==> config.mk <==
export PLATFORM = sky130hd
export DESIGN_NAME = screen_sequencer
export DESIGN_NICKNAME = d
export VERILOG_FILES = /design/src/rtl/screen_sequencer.sv
export SDC_FILE = /design/constraint.sdc
export NUM_CORES = 1
export LEC_CHECK = 0
export CAP_MARGIN = 0
export CELL_PAD_IN_SITES_DETAIL_PLACEMENT = 2
export CELL_PAD_IN_SITES_GLOBAL_PLACEMENT = 2
export CORE_MARGIN = 1.5
export CORE_UTILIZATION = 41
export CTS_CLUSTER_SIZE = 16
export DETAILED_ROUTE_END_ITERATION = 8
export DONT_BUFFER_PORTS = 1
export PLACE_DENSITY = 0.83
export SLEW_MARGIN = 20
export SYNTH_ARGS = -nofsm -noshare
export SYNTH_HDL_FRONTEND = slang
export SYNTH_SLANG_ARGS = --single-unit
==> constraint.sdc <==
create_clock -name clk -period 3.05 [get_ports clk]
set_input_delay 0.305 -clock clk [delete_from_list [all_inputs] [get_ports clk]]
set_output_delay 0.305 -clock clk [all_outputs]
set_load 0.01 [all_outputs]
==> src/rtl/screen_sequencer.sv <==
// Game screen sequencer: button sync, frame-tick driven state machine
// (idle / play / game-over flash / game-over hold) and registered VGA pixel mux.
module screen_sequencer #(
   parameter int H_ACTIVE     = 800,
   parameter int V_ACTIVE     = 600,
   parameter int BLINK_FRAMES = 15,
   parameter int FLASH_FRAMES = 120
) (
   input  logic        clk,
   input  logic        rst_n,
   input  logic [15:0] Hcount,
   input  logic [15:0] Vcount,
   input  logic        btn,
   input  logic        collision,
   input  logic [11:0] game_rgb,
   input  logic [11:0] over_rgb,
   output logic [3:0]  r_red,
   output logic [3:0]  r_green,
   output logic [3:0]  r_blue,
   output logic        game_run,
   output logic        game_reset,
   output logic [1:0]  state
);

   typedef enum logic [1:0] {
      IDLE       = 2'd0,
      PLAY       = 2'd1,
      OVER_FLASH = 2'd2,
      OVER_HOLD  = 2'd3
   } state_t;

   localparam logic [15:0] H_LIM     = 16'(H_ACTIVE);
   localparam logic [15:0] V_LIM     = 16'(V_ACTIVE);
   localparam logic [7:0]  BLINK_LIM = 8'(BLINK_FRAMES);
   localparam logic [7:0]  FLASH_LIM = 8'(FLASH_FRAMES);

   state_t      state_q, state_d;
   logic        btn_s1_q, btn_s2_q, btn_prev_q;
   logic        press_pend_q, press_pend_d;
   logic        coll_pend_q, coll_pend_d;
   logic [7:0]  frame_cnt_q, frame_cnt_d;
   logic [7:0]  blink_cnt_q, blink_cnt_d;
   logic        blink_q, blink_d;
   logic        game_reset_q, game_reset_d;
   logic [11:0] rgb_q, rgb_d;

   logic        press_evt, frame_tick, active;
   logic [7:0]  frame_inc, blink_inc;

   assign press_evt  = btn_s2_q & ~btn_prev_q;
   assign frame_tick = (Hcount == '0) && (Vcount == V_LIM);
   assign active     = (Hcount < H_LIM) && (Vcount < V_LIM);
   assign frame_inc  = frame_cnt_q + 8'd1;
   assign blink_inc  = blink_cnt_q + 8'd1;

   always_comb begin
      state_d      = state_q;
      press_pend_d = press_pend_q | press_evt;
      coll_pend_d  = coll_pend_q | collision;
      frame_cnt_d  = frame_cnt_q;
      blink_cnt_d  = blink_cnt_q;
      blink_d      = blink_q;
      game_reset_d = 1'b0;
      case (state_q)
         IDLE, OVER_HOLD: begin
            if (frame_tick && press_pend_q) begin
               state_d      = PLAY;
               press_pend_d = 1'b0;
               coll_pend_d  = 1'b0;
               game_reset_d = 1'b1;
            end
         end
         // A pending collision beats a pending press: both flags are dropped.
         PLAY: begin
            if (frame_tick && coll_pend_q) begin
               state_d      = OVER_FLASH;
               press_pend_d = 1'b0;
               coll_pend_d  = 1'b0;
               frame_cnt_d  = '0;
               blink_cnt_d  = '0;
               blink_d      = 1'b0;
            end
         end
         OVER_FLASH: begin
            press_pend_d = 1'b0;
            if (frame_tick) begin
               frame_cnt_d = frame_inc;
               blink_cnt_d = blink_inc;
               // Sub-counter wraps at BLINK_FRAMES, so toggles land on multiples of it.
               if (blink_inc == BLINK_LIM) begin
                  blink_cnt_d = '0;
                  blink_d     = ~blink_q;
               end
               if (frame_inc == FLASH_LIM) state_d = OVER_HOLD;
            end
         end
         default: ;
      endcase
   end

   always_comb begin
      rgb_d = '0;
      if (active) begin
         case (state_q)
            OVER_FLASH: rgb_d = blink_q ? over_rgb : game_rgb;
            OVER_HOLD:  rgb_d = over_rgb;
            default:    rgb_d = game_rgb;
         endcase
      end
   end

   always_ff @(posedge clk or negedge rst_n) begin
      if (!rst_n) begin
         state_q      <= IDLE;
         btn_s1_q     <= 1'b0;
         btn_s2_q     <= 1'b0;
         btn_prev_q   <= 1'b0;
         press_pend_q <= 1'b0;
         coll_pend_q  <= 1'b0;
         frame_cnt_q  <= '0;
         blink_cnt_q  <= '0;
         blink_q      <= 1'b0;
         game_reset_q <= 1'b0;
         rgb_q        <= '0;
      end else begin
         state_q      <= state_d;
         btn_s1_q     <= btn;
         btn_s2_q     <= btn_s1_q;
         btn_prev_q   <= btn_s2_q;
         press_pend_q <= press_pend_d;
         coll_pend_q  <= coll_pend_d;
         frame_cnt_q  <= frame_cnt_d;
         blink_cnt_q  <= blink_cnt_d;
         blink_q      <= blink_d;
         game_reset_q <= game_reset_d;
         rgb_q        <= rgb_d;
      end
   end

   assign state      = state_q;
   assign game_run   = (state_q == PLAY);
   assign game_reset = game_reset_q;
   assign r_red      = rgb_q[11:8];
   assign r_green    = rgb_q[7:4];
   assign r_blue     = rgb_q[3:0];

endmodule
==> results of run 1 <==
-- where the power goes --
part / switching [mW] / internal [mW] / leakage, nW / total (mW)
Sequential: 0.00212 / 0.493 / 0.468 / 0.495
Clock: 0.183 / 0.267 / 0.0585 / 0.450
Combinational: 0.0291 / 0.0255 / 0.518 / 0.0546
Total: 0.214 / 0.785 / 1.04 / 1.00
-- final cells by class --
class | instances | area [µm²] | share of cell area [%]
Multi-Input combinational cell | 166 | 1250 | 50.7
Tap cell | 70 | 87.6 | 3.55
Clock buffer | 7 | 86.3 | 3.50
Sequential cell | 37 | 926 | 37.5
Clock inverter | 1 | 30.0 | 1.22
Inverter | 9 | 33.8 | 1.37
Timing Repair Buffer | 5 | 52.6 | 2.13
-- Yosys cell counts (all sizes together), types with 2 or more instances --
library cell,instances
a211o,3
a21o,5
a21oi,13
a22o,4
a22oi,12
a31oi,4
and3,5
buf,3
clkbuf,6
dfrtp,37
ha,7
inv,9
mux2,12
mux2i,2
nand2,21
nand2b,2
nand3,9
nand3b,3
nor2,4
nor2b,2
nor3,5
nor3b,2
nor4,8
o211ai,3
o21a,3
o21ai,11
o2bb2ai,2
o41ai,2
or4,2
xnor2,4
-- what timing repair did --
item	CTS	global route
hold endpoints to repair	37	0
hold buffers	2	0
buffers inserted	0	0
-- through the flow --
step	area, µm²	power (mW)	util [%]
finish	2470	1.00	47.4
global route	2470	1.03	47.4
CTS	2470	1.01	47.4
detailed placement	2320	0.545	44.6
global placement	2320	0.542	44.6
floorplan	2250	0.538	-
-- routing by layer --
layer	routed length, µm	up-vias	GRT usage (%)
li1	-	845	-
met1	2520	942	24.2
met2	3560	53	43.2
met3	282	13	5.00
met4	148	0	8.36
met5	0	-	0
-- critical path: stages, from the launching register on --
cell,delay (ns)
dfrtp_1,0.51
inv_1,0.12
ha_1,0.37
buf_4,0.25
nor2_1,0.66
a22oi_1,0.19
a21oi_1,0.21
-- cells by family after synthesis --
kind of cell	count (synthesis)	synth area share, %
compound gates	68	20.8
fa+ha+maj	7	3.89
xor+xnor	4	1.56
mux	14	6.89
buf+inv	18	3.39
simple gates	73	22.4
flops	37	41.1
-- sequential cells by signal, indices dropped and copies added (netlist names) --
| register | count |
|---|---|
| rgb_q | 12 |
| blink_cnt_q | 8 |
| frame_cnt_q | 8 |
| state | 2 |
| blink_q | 1 |
| btn_prev_q | 1 |
| btn_s1_q | 1 |
| btn_s2_q | 1 |
| coll_pend_q | 1 |
| game_reset | 1 |
| press_pend_q | 1 |
-- how the worst min path moves through the flow --
stage          start              to  slack, ns
2_1_floorplan  rst_n  blink_cnt_q[0]      0.009
3_3_place_gp   rst_n  frame_cnt_q[4]       0.01
3_5_place_dp   rst_n  blink_cnt_q[5]       0.01
4_1_cts          btn        btn_s1_q       0.02
5_1_grt          btn        btn_s1_q       0.02
6_report         btn        btn_s1_q       0.03
==> metrics.txt, run 1 <==
run status=finished, final reports clean; CTS tree=done; most frequent cells in the layout=dfrtp_1 (37), nand2_1 (21), a21oi_1 (13), a22oi_1 (12), mux2_2 (12); Peak Freq=418 MHz; H-Tree Depth=2; CTS sink count=37; Core Region=5200 µm²; worst reg2reg path endpoint=rgb_q[2]; synth top area cells=dfrtp_1 (41%), mux2_2 (6.0%), a22oi_1 (4.0%); max cap viols=0; Critical R2R Launch=state[0]; DR pass1 iterations=4; total die area=5950 µm²; Setup crit start kind=flop; crit path time final=2.39 ns; DRC errors left=0; total CTS buffers=5; unrepaired setup endpoints after global routing=no; Post-synth ARST share=100%; final hold vios=0; IO Port Bufs=0; post-synth net total=288; Max VDD drop=233 µV; Critical Path End=rgb_q[2]; num rows=26; diode count=0; Final Max Slew Viols=0; post-synthesis cell area=2250 µm²; clock slew at reported path FFs=0.08 ns; Hold Crit Depth=0; clock skew=0.00732 ns; I/O Pins=76; Fillers=557; number of synthesized register bits=37; Distinct cells, synth=52; chip width=77.1 µm; DR iter-0 viols=87; setup tns final=0 ns; Pwr Density=405 nW/µm²; CP endpoint kind=flop; largest net degree at the start of global routing=38; gr usage total=22.7%; via count=1853; Final nets=291; Final HPWL DP=4790 µm; vias in the first global route=2103; quantity of gates resized following cts=0; Slew HR=43.9%; CP Class=reg -> reg; Avg Cell Area, Syn=10.2 µm²; Seq/Total Area, Yosys=41.1%; dpl cells=285; DR WL/cell=22.0 µm; Synth top area share=41.1%; Die Span Y=77.1 µm; clock latency on the worst-skew pair=0.30 ns; worst-case reg-to-reg path depth=6; Root Buffer Master=clkbuf_8; post-route setup slack=0.655 ns; commonest non-fill, non-tap cell in the layout=dfrtp_1; non-filler instance count after layout=295; Post-Syn Instances=221; WL final=6500 µm; grt ovf=0; Avg Vias per Cell=6.28; Yosys warnings=0; Crit. Startpoint=state[0]; final setup fails=0; Placement Setup Slack=0.692 ns; Crit path arrival time=2.60 ns; Post-synth EDFFs=0; largest area contributor in the netlist=dfrtp_1; Area Overhead vs Synth=9.50%; Worst R2R Setup Slack=0.66 ns; Hold Crit Class=in -> reg; placer's final routability congestion estimate=0.885; post-route ant nets=0; Starting Density=43.3%; initial antenna violation count=0; fraction of layout cells with a size suffix above 1=16.0%; Worst Path Required=3.26 ns; fin crit share=78.5%; Slew @ Worst Pin=0.838 ns; first-pass GRT wire length=10400 µm; top_reg_cell synth=dfrtp_1; hold_ws=0.0298 ns; Crit Path Max Fanout=12; Clock Path Buffers=2; leak pwr=1.04 nW
(Power assumes the default switching activity.)
==> inputs of run 2 (changes only) <==
--- a/config.mk
+++ b/config.mk
@@ -9,11 +9,11 @@
 export CELL_PAD_IN_SITES_DETAIL_PLACEMENT = 2
 export CELL_PAD_IN_SITES_GLOBAL_PLACEMENT = 2
 export CORE_MARGIN = 1.5
-export CORE_UTILIZATION = 41
+export CORE_UTILIZATION = 34
 export CTS_CLUSTER_SIZE = 16
 export DETAILED_ROUTE_END_ITERATION = 8
 export DONT_BUFFER_PORTS = 1
-export PLACE_DENSITY = 0.83
+export PLACE_DENSITY = 0.74
 export SLEW_MARGIN = 20
 export SYNTH_ARGS = -nofsm -noshare
 export SYNTH_HDL_FRONTEND = slang
==> constraint.sdc (replaced) <==
create_clock -name clk -period 1.95 [get_ports clk]
set_input_delay 0.195 -clock clk [delete_from_list [all_inputs] [get_ports clk]]
set_output_delay 0.195 -clock clk [all_outputs]
set_load 0.01 [all_outputs]
==> metrics.txt, run 2 (synthesis gave the netlist of run 1 again) <==
run status=finished, final reports clean; Hold Crit Depth=1 (+1); Slew @ Worst Pin=0.649 ns (-0.189 ns); Clock Path Buffers=2 (unchanged); CTS sink count=37 (unchanged); Core Region=6390 µm² (+23%); Post-DP Area=2410 µm² (+3.7%); max reg flops=12 (unchanged); via count=1876 (+1.2%); num rows=29 (+12%); I/O Pins=76 (unchanged); fraction of layout cells with a size suffix above 1=24.4% (+8.4 points); Hold Path Sink=coll_pend_q; Pwr Density=593 nW/µm² (+46%); crit path time final=1.92 ns (-0.472 ns); final setup fails=0 (unchanged); chip width=84.4 µm (+9.4%); setup tns final=0 ns (unchanged); DR iter-0 viols=47 (-46%); Critical R2R Launch=blink_cnt_q[0]; Final nets=304 (+4.5%); Pwr Total=1.54 mW (+54%); worst-case reg-to-reg path depth=6 (unchanged); post-route ant nets=0 (unchanged); gr usage total=18.5% (-4.1 points); CP Class=reg -> reg; clock skew=0.00932 ns (+0.00200 ns); Avg Vias per Cell=5.96 (-5.2%); CTS tree=done; unrepaired setup endpoints after global routing=yes; Area Overhead vs Synth=15.2%; Final HPWL DP=4590 µm (-4.2%); clock latency on the worst-skew pair=0.29 ns (about the same); WL final=6250 µm (-3.9%); final hold vios=0 (unchanged); grt ovf=0 (unchanged); most frequent cells in the layout=dfrtp_1 (36), nand2_1 (21), buf_4 (15), a21oi_1 (13); Crit path arrival time=2.13 ns (-0.47 ns); commonest non-fill, non-tap cell in the layout=dfrtp_1; Largest regs=rgb_q: 12 flops, blink_cnt_q: 8 flops, frame_cnt_q: 8 flops; Worst Path Required=2.16 ns (-1.10 ns); H-Tree Depth=2 (unchanged); first-pass GRT wire length=10600 µm (+1.8%); Fillers=689 (+24%); IO Port Bufs=0 (unchanged); Crit Path Max Fanout=2 (-10); Setup crit start kind=flop; Starting Density=35.3% (-8.0 points); total die area=7120 µm² (+20%); hold path startpoint=collision; hold_ws=0.0455 ns (+0.0157 ns); DR WL/cell=19.8 µm (-10%); vias in the first global route=2098 (-0.24%); diode count=0 (unchanged); worst reg2reg path endpoint=blink_q; fin crit share=98.6% (+20 points); DRC errors left=0 (unchanged); Peak Freq=520 MHz (+25%); post-route cell area=2590 µm² (+5.2%); largest net degree at the start of global routing=38 (unchanged); Final Max Slew Viols=0 (unchanged); clock slew at reported path FFs=0.08 ns (about the same); Hold Crit Class=in -> reg; DR pass1 iterations=4 (unchanged); Root Buffer Master=clkbuf_8; Die Span Y=84.4 µm (+9.4%); CP endpoint kind=flop; leak pwr=1.09 nW (+4.6%); max cap viols=0 (unchanged); Max VDD drop=364 µV (+56%); Top reg by flops=rgb_q; Slew HR=56.8% (+13 points); initial antenna violation count=0 (unchanged); placer's final routability congestion estimate=0.711 (-20%); total CTS buffers=5 (unchanged); Worst R2R Setup Slack=0.03 ns (-0.63 ns)
==> run 2: metrics by stage <==
stage / utilization (%) / worst slack, ns / std cells
2_1_floorplan: - / -0.00212 / 221
3_3_place_gp: 37.7 / 0.0420 / 302
3_5_place_dp: 37.7 / -0.0163 / 302
4_1_cts: 40.3 / -0.00218 / 315
5_1_grt: 40.6 / -0.0860 / 315
6_report: 40.6 / 0.0276 / 315
==> run 2: layer usage <==
| layer | track usage [%] | wire length, µm | vias to the layer above |
|---|---|---|---|
| li1 | - | - | 870 |
| met1 | 22.7 | 2680 | 958 |
| met5 | 0 | 0 | - |
| met3 | 4.72 | 319 | 6 |
| met4 | 3.96 | 58 | 0 |
| met2 | 33.0 | 3190 | 42 |
==> run 2: cell type report <==
cell class	count	area (µm²)	area share [%]
Sequential cell	37	927	35.7
Timing Repair Buffer	18	153	5.88
Inverter	9	33.8	1.30
Multi-Input combinational cell	166	1270	49.1
Clock buffer	6	72.6	2.80
Tap cell	77	96.3	3.71
Clock inverter	2	38.8	1.49
==> run 2: critical path: stages (launching register included) <==
cell and delay, ns:
dfrtp_1 0.40, inv_2 0.06, ha_1 0.14, or4b_1 0.43, a211o_1 0.26, or3b_4 0.36, o211ai_1 0.18
==> run 2: how the worst max path moves through the flow <==
stage / from / endpoint / slack [ns] / cells past startpoint
2_1_floorplan: blink_cnt_q[0] / blink_q / -0.002 / 6
3_5_place_dp: blink_cnt_q[0] / blink_q / -0.02 / 7
6_report: blink_cnt_q[0] / blink_q / 0.03 / 6
4_1_cts: blink_cnt_q[0] / blink_q / -0.002 / 6
3_3_place_gp: Hcount[4] / blink_cnt_q[5] / 0.04 / 5
5_1_grt: blink_cnt_q[0] / blink_q / -0.09 / 6
==> run 2: repair_timing <==
| item | CTS | global route |
|---|---|---|
| resized for setup | 2 | 9 |
| setup endpoints to repair | 1 | 22 |
| setup buffers | 2 | 0 |
| hold endpoints to repair | 38 | 0 |
| gates cloned | 0 | 0 |
| hold buffers | 3 | 0 |
| pin swaps | 2 | 1 |
==> run 2: power by group <==
| part | switching [mW] | total [mW] | internal, mW |
|---|---|---|---|
| Clock | 0.290 | 0.675 | 0.384 |
| Combinational | 0.0458 | 0.0896 | 0.0439 |
| Sequential | 0.00220 | 0.773 | 0.771 |
| Total | 0.338 | 1.54 | 1.20 |
